`src/rtl/gray_pkg.sv`:
```
// gray_pkg: FSM state type and ID-width helper shared by the Gray adder arbiter.
package gray_pkg;

   typedef enum logic [1:0] {IDLE, CALC, RESP} state_t;

   function automatic int id_width(input int n);
      return (n > 1) ? $clog2(n) : 1;
   endfunction

endpackage

```
`src/rtl/gray_adder_arbiter_if.sv`:
```
// gray_adder_arbiter_if: requester and response bundle of the shared Gray adder.
interface gray_adder_arbiter_if import gray_pkg::*; #(
   parameter int WIDTH = 4,
   parameter int NREQ  = 4,
   parameter int IDW   = id_width(NREQ)
);

   logic [NREQ-1:0]            req_valid;
   logic [NREQ-1:0][WIDTH-1:0] req_a;
   logic [NREQ-1:0][WIDTH-1:0] req_b;
   logic [NREQ-1:0]            req_ci;
   logic [NREQ-1:0]            req_ready;
   logic                       rsp_valid;
   logic                       rsp_ready;
   logic [IDW-1:0]             rsp_id;
   logic [WIDTH-1:0]           rsp_sum;
   logic                       rsp_co;

   modport master (
      output req_valid, req_a, req_b, req_ci, rsp_ready,
      input  req_ready, rsp_valid, rsp_id, rsp_sum, rsp_co
   );

   modport slave (
      input  req_valid, req_a, req_b, req_ci, rsp_ready,
      output req_ready, rsp_valid, rsp_id, rsp_sum, rsp_co
   );

endinterface

```
`src/rtl/gray_adder_arbiter_rr_pick.sv`:
```
// rr_pick: combinational round-robin selector, first valid index at or after ptr.
module rr_pick import gray_pkg::*; #(
   parameter int NREQ = 4,
   parameter int IDW  = id_width(NREQ)
) (
   input  logic [NREQ-1:0] valid,
   input  logic [IDW-1:0]  ptr,
   output logic [NREQ-1:0] grant,
   output logic            found,
   output logic [IDW-1:0]  idx
);

   // Scan from the farthest candidate back to ptr so the nearest one wins.
   always_comb begin
      int j;
      logic [IDW-1:0] c;
      j = 0;
      c = '0;
      found = 1'b0;
      idx = '0;
      for (int k = NREQ - 1; k >= 0; k--) begin
         j = int'(ptr) + k;
         c = IDW'((j >= NREQ) ? j - NREQ : j);
         if (valid[c]) begin
            found = 1'b1;
            idx = c;
         end
      end
   end

   assign grant = found ? (NREQ'(1) << idx) : '0;

endmodule

```
`src/rtl/gray_code_adder.sv`:
```
// gray_code_adder: combinational adder of two Gray-coded operands with binary carry in/out.
module gray_code_adder #(
   parameter int WIDTH = 4
) (
   input  logic [WIDTH-1:0] a,
   input  logic [WIDTH-1:0] b,
   input  logic             ci,
   output logic [WIDTH-1:0] sum,
   output logic             co
);

   logic [WIDTH-1:0] ab;
   logic [WIDTH-1:0] bb;
   logic [WIDTH:0]   s;

   // Binary bit i is the XOR of all Gray bits at or above i.
   always_comb begin
      ab = '0;
      bb = '0;
      for (int i = 0; i < WIDTH; i++) begin
         ab[i] = ^(a >> i);
         bb[i] = ^(b >> i);
      end
   end

   assign s   = {1'b0, ab} + {1'b0, bb} + {{WIDTH{1'b0}}, ci};
   assign sum = s[WIDTH-1:0] ^ (s[WIDTH-1:0] >> 1);
   assign co  = s[WIDTH];

endmodule

```
`src/rtl/gray_adder_arbiter.sv`:
```
// gray_adder_arbiter: round-robin sharing of one Gray adder among NREQ requesters,
// with registered operands and a tagged valid/ready response.
module gray_adder_arbiter import gray_pkg::*; #(
   parameter int WIDTH = 4,
   parameter int NREQ  = 4,
   parameter int IDW   = id_width(NREQ)
) (
   input  logic                 clk,
   input  logic                 rst_n,
   gray_adder_arbiter_if.slave  bus
);

   state_t           state;
   state_t           nxt;
   logic [IDW-1:0]   ptr;
   logic [IDW-1:0]   win;
   logic [IDW-1:0]   op_id;
   logic [WIDTH-1:0] op_a;
   logic [WIDTH-1:0] op_b;
   logic [WIDTH-1:0] sum;
   logic             op_ci;
   logic             co;
   logic             found;
   logic [NREQ-1:0]  grant;

   rr_pick #(.NREQ(NREQ), .IDW(IDW)) u_pick (
      .valid (bus.req_valid),
      .ptr   (ptr),
      .grant (grant),
      .found (found),
      .idx   (win)
   );

   gray_code_adder #(.WIDTH(WIDTH)) u_add (
      .a   (op_a),
      .b   (op_b),
      .ci  (op_ci),
      .sum (sum),
      .co  (co)
   );

   // A visible grant is always a handshake, since it only lights a valid requester.
   always_comb begin
      nxt = (state == IDLE && found) ? CALC :
            (state == CALC) ? RESP :
            (state == RESP && bus.rsp_ready) ? IDLE : state;
      bus.req_ready = (rst_n && state == IDLE) ? grant : '0;
   end

   always_ff @(posedge clk or negedge rst_n) begin
      if (!rst_n) begin
         state         <= IDLE;
         ptr           <= '0;
         op_a          <= '0;
         op_b          <= '0;
         op_ci         <= 1'b0;
         op_id         <= '0;
         bus.rsp_valid <= 1'b0;
         bus.rsp_id    <= '0;
         bus.rsp_sum   <= '0;
         bus.rsp_co    <= 1'b0;
      end else begin
         state <= nxt;
         if (state == IDLE && found) begin
            op_a  <= bus.req_a[win];
            op_b  <= bus.req_b[win];
            op_ci <= bus.req_ci[win];
            op_id <= win;
            ptr   <= (win == IDW'(NREQ - 1)) ? '0 : win + 1'b1;
         end
         if (state == CALC) begin
            bus.rsp_valid <= 1'b1;
            bus.rsp_id    <= op_id;
            bus.rsp_sum   <= sum;
            bus.rsp_co    <= co;
         end
         if (state == RESP && bus.rsp_ready) bus.rsp_valid <= 1'b0;
      end
   end

endmodule
```
`src/flat_wrapper.sv`:
```
// flat-port wrapper written by rule: the top's interface ports become plain ports
module gray_adder_arbiter_flat import gray_pkg::*;
#(
   parameter int WIDTH = 4,
   parameter int NREQ  = 4,
   parameter int IDW   = id_width(NREQ)
)
  (clk, rst_n, bus_req_valid, bus_req_a, bus_req_b, bus_req_ci, bus_rsp_ready, bus_req_ready, bus_rsp_valid, bus_rsp_id, bus_rsp_sum, bus_rsp_co);
  gray_adder_arbiter_if #(.WIDTH(WIDTH), .NREQ(NREQ), .IDW(IDW)) bus_i ();
  input  logic clk;
  input  logic rst_n;
  input wire logic [$bits(bus_i.req_valid)-1:0] bus_req_valid;
  input wire logic [$bits(bus_i.req_a)-1:0] bus_req_a;
  input wire logic [$bits(bus_i.req_b)-1:0] bus_req_b;
  input wire logic [$bits(bus_i.req_ci)-1:0] bus_req_ci;
  input wire logic [$bits(bus_i.rsp_ready)-1:0] bus_rsp_ready;
  output wire logic [$bits(bus_i.req_ready)-1:0] bus_req_ready;
  output wire logic [$bits(bus_i.rsp_valid)-1:0] bus_rsp_valid;
  output wire logic [$bits(bus_i.rsp_id)-1:0] bus_rsp_id;
  output wire logic [$bits(bus_i.rsp_sum)-1:0] bus_rsp_sum;
  output wire logic [$bits(bus_i.rsp_co)-1:0] bus_rsp_co;
  assign bus_i.req_valid = bus_req_valid;
  assign bus_i.req_a = bus_req_a;
  assign bus_i.req_b = bus_req_b;
  assign bus_i.req_ci = bus_req_ci;
  assign bus_i.rsp_ready = bus_rsp_ready;
  assign bus_req_ready = bus_i.req_ready;
  assign bus_rsp_valid = bus_i.rsp_valid;
  assign bus_rsp_id = bus_i.rsp_id;
  assign bus_rsp_sum = bus_i.rsp_sum;
  assign bus_rsp_co = bus_i.rsp_co;
  gray_adder_arbiter #(.WIDTH(WIDTH), .NREQ(NREQ), .IDW(IDW)) u_core (.clk(clk), .rst_n(rst_n), .bus(bus_i));
endmodule
```
`config.mk`:
```
export PLATFORM = sky130hd
export DESIGN_NAME = gray_adder_arbiter_flat
export DESIGN_NICKNAME = d
export VERILOG_FILES = /design/src/rtl/gray_pkg.sv /design/src/rtl/gray_adder_arbiter_if.sv /design/src/rtl/gray_adder_arbiter_rr_pick.sv /design/src/rtl/gray_code_adder.sv /design/src/rtl/gray_adder_arbiter.sv /design/src/flat_wrapper.sv
export SDC_FILE = /design/constraint.sdc
export NUM_CORES = 1
export LEC_CHECK = 0
export CAP_MARGIN = 0
export CORE_UTILIZATION = 45
export CTS_CLUSTER_DIAMETER = 30
export DETAILED_ROUTE_END_ITERATION = 12
export GPL_ROUTABILITY_DRIVEN = 0
export PLACE_DENSITY = 0.8
export SYNTH_ARGS = -nofsm -noshare
export SYNTH_HDL_FRONTEND = slang
export SYNTH_SLANG_ARGS = --single-unit
```
`constraint.sdc`:
```
create_clock -name clk -period 3.6 [get_ports clk]
set_clock_uncertainty 0.1 [all_clocks]
set_input_delay 0.36 -clock clk [delete_from_list [all_inputs] [get_ports clk]]
set_output_delay 0.36 -clock clk [all_outputs]
set_load 0.01 [all_outputs]
```
==> metrics.cfg <==
[grt]
grtUsageMet1 = 0.274
use_met3 = 0.0294
grt_util_met2 = 0.382
grt_busiest_layer = met2
grt_max_degree = 24
grt_overflow = 0
globalRouteTotalUtil = 0.217
grt_pass1_wl_um = 6050
antenna_found_initial = 0
first_global_vias = 1421

[clock_network]
clk_pin_slew_ps = 130
hold_buffers = 0
cts_tree = built
cts.path.max_buffers = 2
htree_levels = 1
cts_buffers = 3
clock_latency_ps = 310
root_buffer = clkbuf_4
postCtsSetupRepairBufs = 0
cts_sinks = 23
cts-resized-gates = 0

[critical_path]
endpoint_kind = output pin
cpPeakStageDelay_ps = 610
rr_endpoint = u_core.bus.rsp_sum[2]$_DFFE_PN0P_
ff2ff_setup_slack_ps = 510
required_ps = 3140
endpoint = bus_req_ready[2]
crit_chain = clkdlybuf4s50_1, nor2b_1, a211oi_2, nor2_4, inv_2, ha_1, and3_1, clkdlybuf4s50_1
rr_startpoint = u_core.op_a[3]$_DFFE_PN0P_
critPathKind = in2out
r2r_cells = 8
cp-start-kind = input port
worstPathArrival_ps = 2640
crit_path_max_fanout = 10
cp_slowest_cell = a211oi_2
cp-startpoint = bus_req_valid[1]
cpMostUsedCell = clkdlybuf4s50_1

[final_layout]
layout_commonest_cell = clkdlybuf4s50_1
area_growth_pct = 38.1
finalNonFillerCells = 260
final_cell_area_mm2 = 0.00218
diodes = 0
drive_above_1_share = 0.0841
layout_common_cells = clkdlybuf4s50_1 (54), dfrtp_1 (23), inv_1 (18)
fin_nets = 265

[floorplanning]
die_area_mm2 = 0.00375
die_x_um = 61.2
start_util = 0.473
core_area_mm2 = 0.00334
die_height_um = 61.2
num_rows = 21
boundaryPins = 55

[placement]
portBuffers = 54
dp_cells = 256
dp_hpwl_um = 2810
placed_area_mm2 = 0.00215

[pwr]
p_leak_nw = 0.967
p_per_area_mw_per_mm2 = 1010
vdd_drop_max_mv = 0.544
p_total_mw = 2.21

[timing]
clock.fmax_mhz = 322
tns_ps = 0
final-hold-violation-count = 0
rsz0062_at_grt = false
maxSlewHeadroom = 0.541
worst_pin_slew_ps = 687
post-route-period-util = 0.862
period_needed_ps = 3100
slew_violations = 0
setup_viol_count_final = 0

[hold_path]
hp-class = reg2reg

[yosys]
synthFlopType = dfrtp_1
syn_nets = 208
synth_area_mm2 = 0.00158
ys_warn_count = 0
syn_area_per_cell_um2 = 9.99
synthDistinctLibCells = 36
synth_seq_cells = 23
async_flop_share = 1.00
ys_seq_area_frac = 0.365
syn_inst = 158
synth_edf_count = 0

[routing]
ant_nets = 0
first_pass_iters = 4
vias_per_cell = 5.33
dr_total_vias = 1387
initialDrtViolationCount = 37
drc = 0
wl_um = 3590
wl_per_cell_um = 13.8

[job]
drv_cap = 0

[status]
outcome = finished, final reports clean

## cells in the mapped netlist, drive strengths merged (3+ instances only)
cell | count | area share
mux2 | 13 | 0.093
xnor2 | 4 | 0.022
o211a | 9 | 0.057
inv | 19 | 0.045
o211ai | 9 | 0.046
xor2 | 6 | 0.033
and3 | 3 | 0.012
ha | 5 | 0.040
a21oi | 5 | 0.016
nand2b | 9 | 0.036
dfrtp | 23 | 0.36
nand2 | 10 | 0.024
nor2 | 5 | 0.017
o21ai | 15 | 0.048
a21o | 3 | 0.014
## power breakdown
| group | leakage, nW | internal [mW] | switching [mW] |
|---|---|---|---|
| logic | 0.681 | 0.845 | 0.748 |
| registers | 0.268 | 0.393 | 0.101 |
| clock network | 0.0177 | 0.0414 | 0.0793 |
| total | 0.967 | 1.28 | 0.929 |
## area by class of cell
type | count | area (um2)
clock inverters | 1 | 5.00
repair buffers | 56 | 556
multi-input cells | 112 | 892
fillers | 288 | 1160
inverters | 19 | 71.3
clock buffers | 3 | 22.5
well taps | 46 | 57.6
flip-flops and latches | 23 | 576
## cell families (layout without fill, tap and decap cells)
group / Yosys count / after routing / synth area share
multiplexers: 13 / 13 / 0.0928
XOR/XNOR: 11 / 11 / 0.0698
AND/OR/NAND/NOR: 36 / 36 / 0.129
AO/OA/AOI/OAI: 45 / 45 / 0.209
adder cells (fa/ha/maj): 7 / 7 / 0.0650
buffers and inverters: 23 / 79 / 0.0698
flip-flops: 23 / 23 / 0.365
## routing by layer
layer	wire length, um	vias to the layer above
met2	1820	44
met4	29	0
met1	1530	674
li1	-	664
met3	202	5
met5	0	-
## through the flow
stage	utilization	hold slack [ps]	worst slack, ps
after global placement	0.645	365	595
final	0.653	404	496
after global routing	0.653	407	344
after CTS	0.653	395	504
after floorplan	-	-35.6	789
after detailed placement	0.645	379	512
## worst min path at each step
| stage | startpoint | end | cells past startpoint |
|---|---|---|---|
| after floorplan | rst_n | u_core.bus.rsp_co$_DFFE_PN0P_ | 0 |
| after global placement | u_core.bus.rsp_sum[3]$_DFFE_PN0P_ | u_core.bus.rsp_sum[3]$_DFFE_PN0P_ | 2 |
| after detailed placement | u_core.bus.rsp_co$_DFFE_PN0P_ | u_core.bus.rsp_co$_DFFE_PN0P_ | 2 |
| after CTS | rst_n | u_core.op_b[3]$_DFFE_PN0P_ | 2 |
| after global routing | rst_n | u_core.state[0]$_DFFE_PN0P_ | 2 |
| final | u_core.bus.rsp_co$_DFFE_PN0P_ | u_core.bus.rsp_co$_DFFE_PN0P_ | 2 |
## sequential cells by signal (all words and copies together), names as in the netlist
register / flops
u_core.bus.rsp_co: 1
u_core.bus.rsp_id: 2
u_core.bus.rsp_sum: 4
u_core.bus.rsp_valid: 1
u_core.op_a: 4
u_core.op_b: 4
u_core.op_ci: 1
u_core.op_id: 2
u_core.ptr: 2
u_core.state: 2
## worst max-delay path: cells and delay by family
family                   cells  cell delay [ps]
buffers and inverters        3             1110
adder cells (fa/ha/maj)      1              130
AND/OR/NAND/NOR              3              430
AO/OA/AOI/OAI                1              610
Power figures use the tool's default switching activity.
==> variant, RTL diff (same flow settings) <==
The 3 states of `state_t` get a one-hot encoding in 3 bits.
--- a/src/rtl/gray_pkg.sv
+++ b/src/rtl/gray_pkg.sv
@@ -1,7 +1,7 @@
 // gray_pkg: FSM state type and ID-width helper shared by the Gray adder arbiter.
 package gray_pkg;
 
-   typedef enum logic [1:0] {IDLE, CALC, RESP} state_t;
+   typedef enum logic [2:0] {IDLE = 3'b001, CALC = 3'b010, RESP = 3'b100} state_t;
 
    function automatic int id_width(input int n);
       return (n > 1) ? $clog2(n) : 1;
Check against the original RTL: no difference found for any inputs over 10 cycles, from zero or initial values and one cycle with rst_n low; not proved beyond that.
==> variant against the unedited design <==
Area after synthesis increased by 4.2%; total power decreased by 6.2%; sequential power rose by 3%; non-clock buffer count grew 3; sequential cell count rose by 1; routed wire length up 0.17%; design area increased by 2.5%; critical path depth did not move; worst setup slack improved by 0.027 ns; largest cell class unchanged; largest power group unchanged.
==> variant: results <==
{
  "nets": 267,
  "syn_inst": 163,
  "fill_cells": 301,
  "grt_use_met3_pct": 2.372,
  "critPathMaxFanout": 3,
  "fin_cells": 263,
  "arrival_ns": 3.19,
  "status": "completed",
  "p_seq_share_pct": 24.5,
  "synthTopCellsByArea": "dfrtp_1 (35%), mux2i_1 (11%), nor3_2 (6.1%), a211o_1 (4.8%), nand2_1 (4.3%)",
  "grt_use_met1_pct": 24.56,
  "drtIter0Drc": 63,
  "startpoint": "u_core.op_a[3]",
  "synth-compound-area-share_pct": 12.86,
  "met2_usage_pct": 35.33,
  "cp_slowest_cell": "fa_1",
  "wl_met2_um": 1812,
  "syn_nets": 212,
  "switchingPower_uw": 864.4,
  "route.met3.wl_um": 169,
  "wl_per_cell_um": 13.67,
  "max-vdd-ir-drop_mv": 0.4718,
  "grt_pass1_wl_um": 6189,
  "ys_seq_area_share_pct": 36.61,
  "holdWs_ns": 0.1384,
  "grt_pass1_vias": 1435,
  "synthAdderAreaFrac_pct": 5.479,
  "drt-vias-per-instance": 5.262,
  "grt_max_degree": 35,
  "cp_slowest_stage_delay_ns": 0.48,
  "ys_types": 37
}
variant: cell types whose count changed in the layout (fill, tap and decap cells not counted), moves of 7 or more:
cell and change:
mux2i_1 +18, inv_1 -9, a211o_1 +9, o211ai_1 -8, nand2_1 +9, mux2_1 -7
nor3_2 +9, nor3_1 +8, nand2b_1 -7, o211a_1 -9
variant: worst max-delay path by stage:
stage                                  endpoint  slack, ns  cells past startpoint
after detailed placement  u_core.bus.rsp_sum[2]       0.52                      8
after CTS                 u_core.bus.rsp_sum[2]       0.50                      8
after global placement         bus_req_ready[3]       0.67                      7
after floorplan           u_core.bus.rsp_sum[2]       0.76                      8
final                     u_core.bus.rsp_sum[2]       0.52                      8
after global routing      u_core.bus.rsp_sum[2]       0.40                      8
variant: area by class of cell:
cell class | count | share of cell area, %
Inverter | 9 | 1.513
Multi-Input combinational cell | 121 | 41.46
Sequential cell | 24 | 26.95
Tap cell | 46 | 2.577
Timing Repair Buffer | 59 | 25.88
Clock buffer | 4 | 1.625
